[config.mk]
export PLATFORM = sky130hd
export DESIGN_NAME = conv1d_par_stream
export DESIGN_NICKNAME = d
export VERILOG_FILES = /design/src/rtl/conv_pkg.sv /design/src/rtl/conv_mac_lane.sv /design/src/rtl/conv1d_par_stream.sv
export SDC_FILE = /design/constraint.sdc
export NUM_CORES = 2
export LEC_CHECK = 0
export ABC_AREA = 1
export CORE_UTILIZATION = 45
export CTS_BUF_LIST = sky130_fd_sc_hd__clkbuf_16
export DETAILED_ROUTE_END_ITERATION = 12
export GPL_TIMING_DRIVEN = 0
export PLACE_DENSITY = 0.66
export SLEW_MARGIN = 25
export SYNTH_ARGS = -nofsm -noshare
export SYNTH_HDL_FRONTEND = slang
export SYNTH_SLANG_ARGS = --single-unit
[constraint.sdc]
create_clock -name clk -period 9 [get_ports clk]
set_input_delay 1.35 -clock clk [delete_from_list [all_inputs] [get_ports clk]]
set_output_delay 1.35 -clock clk [all_outputs]
set_load 0.01 [all_outputs]
[src/rtl/conv_pkg.sv]
// Shared types and helpers for the parametrised 1-D convolution engine:
// FSM state encoding, counter/index width helpers and the signed clamp.
package conv_pkg;

  typedef enum logic [1:0] {
    ST_LOAD  = 2'd0,
    ST_MAC   = 2'd1,
    ST_DRAIN = 2'd2,
    ST_OUT   = 2'd3
  } state_e;

  // Width of the intermediate used by sat(); covers 2T-bit products for T <= 32.
  localparam int unsigned SAT_W = 64;

  // Bits needed to index n entries (at least 1).
  function automatic int unsigned idx_w(input int unsigned n);
    return (n > 1) ? $clog2(n) : 1;
  endfunction

  // Bits needed to count 0..n inclusive.
  function automatic int unsigned cnt_w(input int unsigned n);
    return $clog2(n + 1);
  endfunction

  // Clamp a signed value to the two's-complement range of 'width' bits.
  function automatic logic signed [SAT_W-1:0] sat(input logic signed [SAT_W-1:0] value,
                                                  input int unsigned width);
    logic signed [SAT_W-1:0] hi;
    logic signed [SAT_W-1:0] lo;
    hi = (SAT_W'(64'sd1) <<< (width - 1)) - SAT_W'(64'sd1);
    lo = -hi - SAT_W'(64'sd1);
    if (value > hi) return hi;
    if (value < lo) return lo;
    return value;
  endfunction

endpackage

[src/rtl/conv_mac_lane.sv]
// One MAC lane: registered saturated product feeding a saturating accumulator.
// acc_nxt_c_o exposes the accumulator's next value so the final tap can be
// captured into the output register on the same edge it is accumulated.
module conv_mac_lane
  import conv_pkg::*;
#(
  parameter int unsigned T = 16
) (
  input  logic         clk,
  input  logic         reset,
  input  logic         clr_i,
  input  logic         en_i,
  input  logic [T-1:0] a_i,
  input  logic [T-1:0] b_i,
  output logic [T-1:0] acc_o,
  output logic [T-1:0] acc_nxt_c_o
);

  logic signed [2*T-1:0] prod_full_c;
  logic signed [T:0]     sum_c;
  logic [T-1:0]          prod_d, prod_q;
  logic [T-1:0]          acc_d, acc_q;
  logic                  pvld_q;

  always_comb begin
    prod_full_c = (2*T)'(signed'(a_i)) * (2*T)'(signed'(b_i));
    prod_d      = T'(sat(SAT_W'(prod_full_c), T));
    sum_c       = (T+1)'(signed'(acc_q)) + (T+1)'(signed'(prod_q));
    acc_d       = acc_q;
    if (clr_i) begin
      acc_d = '0;
    end else if (pvld_q) begin
      acc_d = T'(sat(SAT_W'(sum_c), T));
    end
  end

  always_ff @(posedge clk) begin
    if (reset) begin
      prod_q <= '0;
      pvld_q <= 1'b0;
      acc_q  <= '0;
    end else begin
      prod_q <= prod_d;
      pvld_q <= en_i;
      acc_q  <= acc_d;
    end
  end

  assign acc_o       = acc_q;
  assign acc_nxt_c_o = acc_d;

endmodule

[src/rtl/conv1d_par_stream.sv]
// Streaming 1-D convolution: loads N samples and M runtime coefficients, then
// computes N-M+1 outputs in groups of P parallel lanes and streams them out.
module conv1d_par_stream
  import conv_pkg::*;
#(
  parameter int unsigned T    = 16,
  parameter int unsigned N    = 16,
  parameter int unsigned M    = 8,
  parameter int unsigned P    = 3,
  parameter int unsigned RELU = 1
) (
  input  logic         clk,
  input  logic         reset,
  input  logic [T-1:0] x_data,
  input  logic         x_valid,
  output logic         x_ready,
  input  logic [T-1:0] f_data,
  input  logic         f_valid,
  output logic         f_ready,
  output logic [T-1:0] y_data,
  output logic         y_valid,
  input  logic         y_ready
);

  localparam int unsigned NO     = N - M + 1;
  localparam int unsigned XCW    = cnt_w(N);
  localparam int unsigned FCW    = cnt_w(M);
  localparam int unsigned XIW    = idx_w(N);
  localparam int unsigned FIW    = idx_w(M);
  localparam int unsigned LW     = idx_w(P);
  localparam int unsigned LAST_G = NO - P;

  if (T < 4 || M < 2 || M > N || (NO % P) != 0) begin : g_bad_cfg
    $error("conv1d_par_stream: illegal T/N/M/P combination");
  end

  state_e         state_d, state_q;
  logic [XCW-1:0] x_cnt_d, x_cnt_q;
  logic [FCW-1:0] f_cnt_d, f_cnt_q;
  logic [FIW-1:0] tap_d, tap_q;
  logic [XIW-1:0] grp_d, grp_q;
  logic [LW-1:0]  lane_d, lane_q;
  logic           drain_d, drain_q;
  logic           x_ready_d, x_ready_q;
  logic           f_ready_d, f_ready_q;
  logic           y_valid_d, y_valid_q;
  logic [T-1:0]   y_d, y_q;
  logic           rd_vld_d, rd_vld_q;
  logic           x_fire_c, f_fire_c, y_fire_c, acc_clr_c;
  logic [T-1:0]   acc_sel_c;

  logic [T-1:0]   xmem_q [N];
  logic [T-1:0]   fmem_q [M];
  logic [T-1:0]   xrd_q  [P];
  logic [T-1:0]   frd_q;
  logic [XIW-1:0] xaddr_c [P];
  logic [T-1:0]   acc_c [P];
  logic [T-1:0]   acc_nxt_c [P];

  function automatic logic [T-1:0] relu_f(input logic [T-1:0] v);
    if ((RELU != 0) && v[T-1]) return '0;
    return v;
  endfunction

  // Lane j of group g at tap k reads x[gP + j + k].
  always_comb begin
    for (int j = 0; j < P; j++) begin
      xaddr_c[j] = grp_q + XIW'(j) + XIW'(tap_q);
    end
  end

  always_ff @(posedge clk) begin
    if (x_fire_c) xmem_q[XIW'(x_cnt_q)] <= x_data;
    if (f_fire_c) fmem_q[tap_q == tap_q ? FIW'(f_cnt_q) : FIW'(f_cnt_q)] <= f_data;
    for (int j = 0; j < P; j++) begin
      xrd_q[j] <= xmem_q[xaddr_c[j]];
    end
    frd_q <= fmem_q[tap_q];
  end

  for (genvar j = 0; j < P; j++) begin : g_lane
    conv_mac_lane #(.T(T)) u_lane (
      .clk         (clk),
      .reset       (reset),
      .clr_i       (acc_clr_c),
      .en_i        (rd_vld_q),
      .a_i         (xrd_q[j]),
      .b_i         (frd_q),
      .acc_o       (acc_c[j]),
      .acc_nxt_c_o (acc_nxt_c[j])
    );
  end

  always_comb begin
    state_d   = state_q;
    x_cnt_d   = x_cnt_q;
    f_cnt_d   = f_cnt_q;
    tap_d     = tap_q;
    grp_d     = grp_q;
    lane_d    = lane_q;
    drain_d   = drain_q;
    y_valid_d = y_valid_q;
    y_d       = y_q;
    rd_vld_d  = 1'b0;
    acc_clr_c = 1'b0;
    x_fire_c  = x_valid & x_ready_q;
    f_fire_c  = f_valid & f_ready_q;
    y_fire_c  = y_valid_q & y_ready;

    acc_sel_c = acc_c[0];
    for (int j = 0; j < P; j++) begin
      if (LW'(j) == lane_q + LW'(1)) acc_sel_c = acc_c[j];
    end

    case (state_q)
      ST_LOAD: begin
        if (x_fire_c) x_cnt_d = x_cnt_q + XCW'(1);
        if (f_fire_c) f_cnt_d = f_cnt_q + FCW'(1);
        if (x_cnt_d == XCW'(N) && f_cnt_d == FCW'(M)) begin
          state_d   = ST_MAC;
          tap_d     = '0;
          acc_clr_c = 1'b1;
        end
      end
      ST_MAC: begin
        rd_vld_d = 1'b1;
        tap_d    = tap_q + FIW'(1);
        if (tap_q == FIW'(M - 1)) begin
          tap_d   = '0;
          state_d = ST_DRAIN;
        end
      end
      ST_DRAIN: begin
        drain_d = 1'b1;
        // Last product is accumulated on this edge, so capture the next value.
        if (drain_q) begin
          drain_d   = 1'b0;
          state_d   = ST_OUT;
          lane_d    = '0;
          y_valid_d = 1'b1;
          y_d       = relu_f(acc_nxt_c[0]);
        end
      end
      ST_OUT: begin
        if (y_fire_c) begin
          if (lane_q == LW'(P - 1)) begin
            y_valid_d = 1'b0;
            lane_d    = '0;
            acc_clr_c = 1'b1;
            if (grp_q == XIW'(LAST_G)) begin
              state_d = ST_LOAD;
              grp_d   = '0;
              x_cnt_d = '0;
              f_cnt_d = '0;
            end else begin
              state_d = ST_MAC;
              grp_d   = grp_q + XIW'(P);
            end
          end else begin
            lane_d = lane_q + LW'(1);
            y_d    = relu_f(acc_sel_c);
          end
        end
      end
      default: state_d = ST_LOAD;
    endcase

    x_ready_d = (state_d == ST_LOAD) && (x_cnt_d != XCW'(N));
    f_ready_d = (state_d == ST_LOAD) && (f_cnt_d != FCW'(M));
  end

  always_ff @(posedge clk) begin
    if (reset) begin
      state_q   <= ST_LOAD;
      x_cnt_q   <= '0;
      f_cnt_q   <= '0;
      tap_q     <= '0;
      grp_q     <= '0;
      lane_q    <= '0;
      drain_q   <= 1'b0;
      x_ready_q <= 1'b0;
      f_ready_q <= 1'b0;
      y_valid_q <= 1'b0;
      y_q       <= '0;
      rd_vld_q  <= 1'b0;
    end else begin
      state_q   <= state_d;
      x_cnt_q   <= x_cnt_d;
      f_cnt_q   <= f_cnt_d;
      tap_q     <= tap_d;
      grp_q     <= grp_d;
      lane_q    <= lane_d;
      drain_q   <= drain_d;
      x_ready_q <= x_ready_d;
      f_ready_q <= f_ready_d;
      y_valid_q <= y_valid_d;
      y_q       <= y_d;
      rd_vld_q  <= rd_vld_d;
    end
  end

  assign x_ready = x_ready_q;
  assign f_ready = f_ready_q;
  assign y_valid = y_valid_q;
  assign y_data  = y_q;

endmodule

==> run metrics <==
Routed WL per cell=between 20 and 25 um; PostCTS Resize Cnt=0; most frequent cells in the layout=nand2_1 (1797), inv_1 (1649), fa_1 (792), nor2_1 (466), o21ai_0 (424); Critical Path Sink Type=register; core area=between 0.1 and 0.15 mm2; status=finished with violations; fraction of the cycle the final worst path needs=around 91%; Top Ports=56; leading area contributor after synthesis=fa_1; Total Routing Usage GR=31.5%; asr flop ratio synth=0%; FF+latch count, synth=~590; Cell variety after synth=60; final hold vios=0; final setup vio count=0; synth top area cells=fa_1 (26%), edfxtp_1 (19%), nand2_1 (11%); Top Usage Layer GRT=met2; main flop type after synthesis=edfxtp_1; min cycle time layout=between 8 and 9 ns; Via density=around 5.4; Worst-Margin Slew=roughly 1.2 ns; kind of critical path=register to register; yosys warns=0; ANT nets after route=0; fin cells=around 9500; first-pass GRT wire length=319000 um; synthesized area per cell=approximately 8.1 um2; GR Layer Usage met2=51.3%; Crit Path Max Fanout=10; relative slew slack=about 18%; critical path arrival=8.73 ns; EDFF count, synth=~380; input/output buffers=54; Die X=369 um; Critical Path RT=9.54 ns; clock network latency to the later pin of the worst-skew pair=~0.7 ns; failing checks=DRC; maxcap violations=0; TritonCTS clock tree=yes; TritonCTS sink count=roughly 590; die area=0.136 mm2; Setup Fix Bufs, Post-CTS=0; Starting Density=a little under half; cts hold-fix bufs=0; Worst setup startpoint=frd_q[4]; WL final=~210000 um; total number of vias=between 50000 and 60000; clk_skew=roughly 0.059 ns; largest net degree at the start of global routing=18; met1 Use GR=between 40 and 50%; clock slew seen by the registers of the worst setup and hold paths=roughly 0.060 ns; Slew Limit Fails=0; type of origin of the critical path=register; Core Rows=134; R2R setup slack=a little over 0.8 ns; DRT iter0 DRCs=4796; Area growth syn-to-layout=8.61%; vias in the first global route=about 52000; router iterations before antenna repair=10; Synth top area share=26.1%; layout cell share with drive strength beyond 1=3.63%; Die Ht=between 300 and 400 um; worst-case clock buffer depth=3; DRC=28; Clock Tree Root=clkbuf_16; Post-Syn Nets=about 8600; synthesized area=about 0.06 mm2; commonest non-fill, non-tap cell in the layout=nand2_1; htree depth=2; antenna violations before repair=10; met3 Track Usage GR=around 6.1%; Seq/Total Area, Yosys=about a quarter; Min-Delay Path Class=register to register; gpl congestion=roughly 1; total congestion overflow=0; placed cell count=about 9300; CTS buffer count=61; RR Startpoint=frd_q[4]; DPL Wire Length=between 150000 and 200000 um; Layout Nets=between 8000 and 9000; fmax=122 MHz; Setup Total Neg Slack=0 ns; Cells after Synth=about 7500; RSZ-0062 raised after global routing=false; Layout fillers=12982; hold wc startpoint=grp_q[0]
-- worst paths after layout --
path,endpoint,cells after the start
setup / recovery,g_lane[1].u_lane.prod_q[8],27
hold reg to reg,grp_q[0],2
hold / removal,grp_q[0],2
setup reg to reg,g_lane[1].u_lane.prod_q[8],27
-- cell usage after synthesis (14+ instances only) --
master / instances
a22oi_1: 17
nand2_1: 1797
nand3b_1: 16
a31oi_1: 52
mux2i_1: 26
edfxtp_1: 384
inv_2: 14
a211oi_1: 15
buf_1: 47
nor2_1: 490
nand3_1: 229
nand2_2: 27
xor2_1: 65
a21oi_1: 270
ha_1: 313
xnor2_1: 39
clkbuf_1: 274
o21ai_0: 424
nor3_1: 29
inv_1: 1634
a32oi_1: 24
nand4_1: 58
dfxtp_1: 201
fa_1: 792
o22ai_1: 20
o211ai_1: 106
-- final cells by class --
cell class | count | area [um2] | share of cell area (%)
timing repair buffer | 72 | 795 | 1.21
antenna | 4 | 10.0 | 0.0152
clock inverter | 47 | 433 | 0.657
tap | 1768 | 2210 | 3.36
buffer | 345 | 1400 | 2.12
sequential | 585 | 15600 | 23.6
clock buffer | 65 | 1630 | 2.47
multi-input combinational | 4921 | 37700 | 57.2
inverter | 1650 | 6190 | 9.40
-- sequential cells by signal, indices dropped and copies added, names as in the netlist --
signal	cells
x_ready	1
xmem_q	256
y_data	15
tap_q	3
frd_q	16
drain_q	1
g_lane.u_lane.acc_o	48
rd_vld_q	1
f_cnt_q	4
grp_q	4
state_q	2
x_cnt_q	5
lane_q	2
fmem_q	128
g_lane.u_lane.prod_q	48
f_ready	1
g_lane.u_lane.pvld_q	1
xrd_q	48
y_valid	1
-- layer usage --
layer	up-vias	wire length, um
li1	23380	-
met1	25067	84400
met2	2434	98500
met3	584	19000
met4	10	12300
met5	-	80
-- per-stage QoR --
| step | area [um2] | setup WS [ns] | hold WS [ns] | utilization, % |
|---|---|---|---|---|
| finish | 65900 | 0.815 | 0.491 | 49.3 |
| CTS | 65900 | 0.475 | 0.488 | 49.3 |
| global placement | 63400 | 0.521 | 0.480 | 47.5 |
| global route | 65900 | 0.520 | 0.505 | 49.3 |
| detailed placement | 63800 | 0.507 | 0.477 | 47.7 |
| floorplan | 60700 | 2.86 | 0.388 | - |
-- worst max-delay path: stages, from the launching register on --
cell and delay (ns):
dfxtp_1 0.38, clkbuf_1 0.89, buf_1 0.95, nand2_1 0.13, inv_1 0.13, fa_1 0.39, inv_1 0.08, fa_1 0.47
fa_1 0.53, inv_1 0.06, fa_1 0.50, fa_1 0.49, inv_1 0.05, fa_1 0.48, inv_1 0.04, ha_1 0.41
nand2_1 0.15, nor3_1 0.52, nand4_1 0.28, nand4_1 0.17, nand2_1 0.08, nor2_1 0.10, nand2_1 0.05, nor2_1 0.09
nand3b_1 0.25, nand3_2 0.16, buf_6 0.14, nand2_1 0.06
-- kinds of logic after synthesis --
group                      Yosys count  share of synthesized area, %
muxes                               26                         0.429
xor gates and xnor gates           105                          1.53
adders and majority gates         1105                          32.6
DFF                                585                          25.6
buffers and inverters             1995                          12.5
AOI/OAI and AO/OA                  988                          9.31
and+or+nand+nor                   2696                          18.0
other                                1                       0.00618
Power is left out: the tool's default activity adds up to more than one toggle a clock period on the data nets, which glitch-free logic cannot reach.
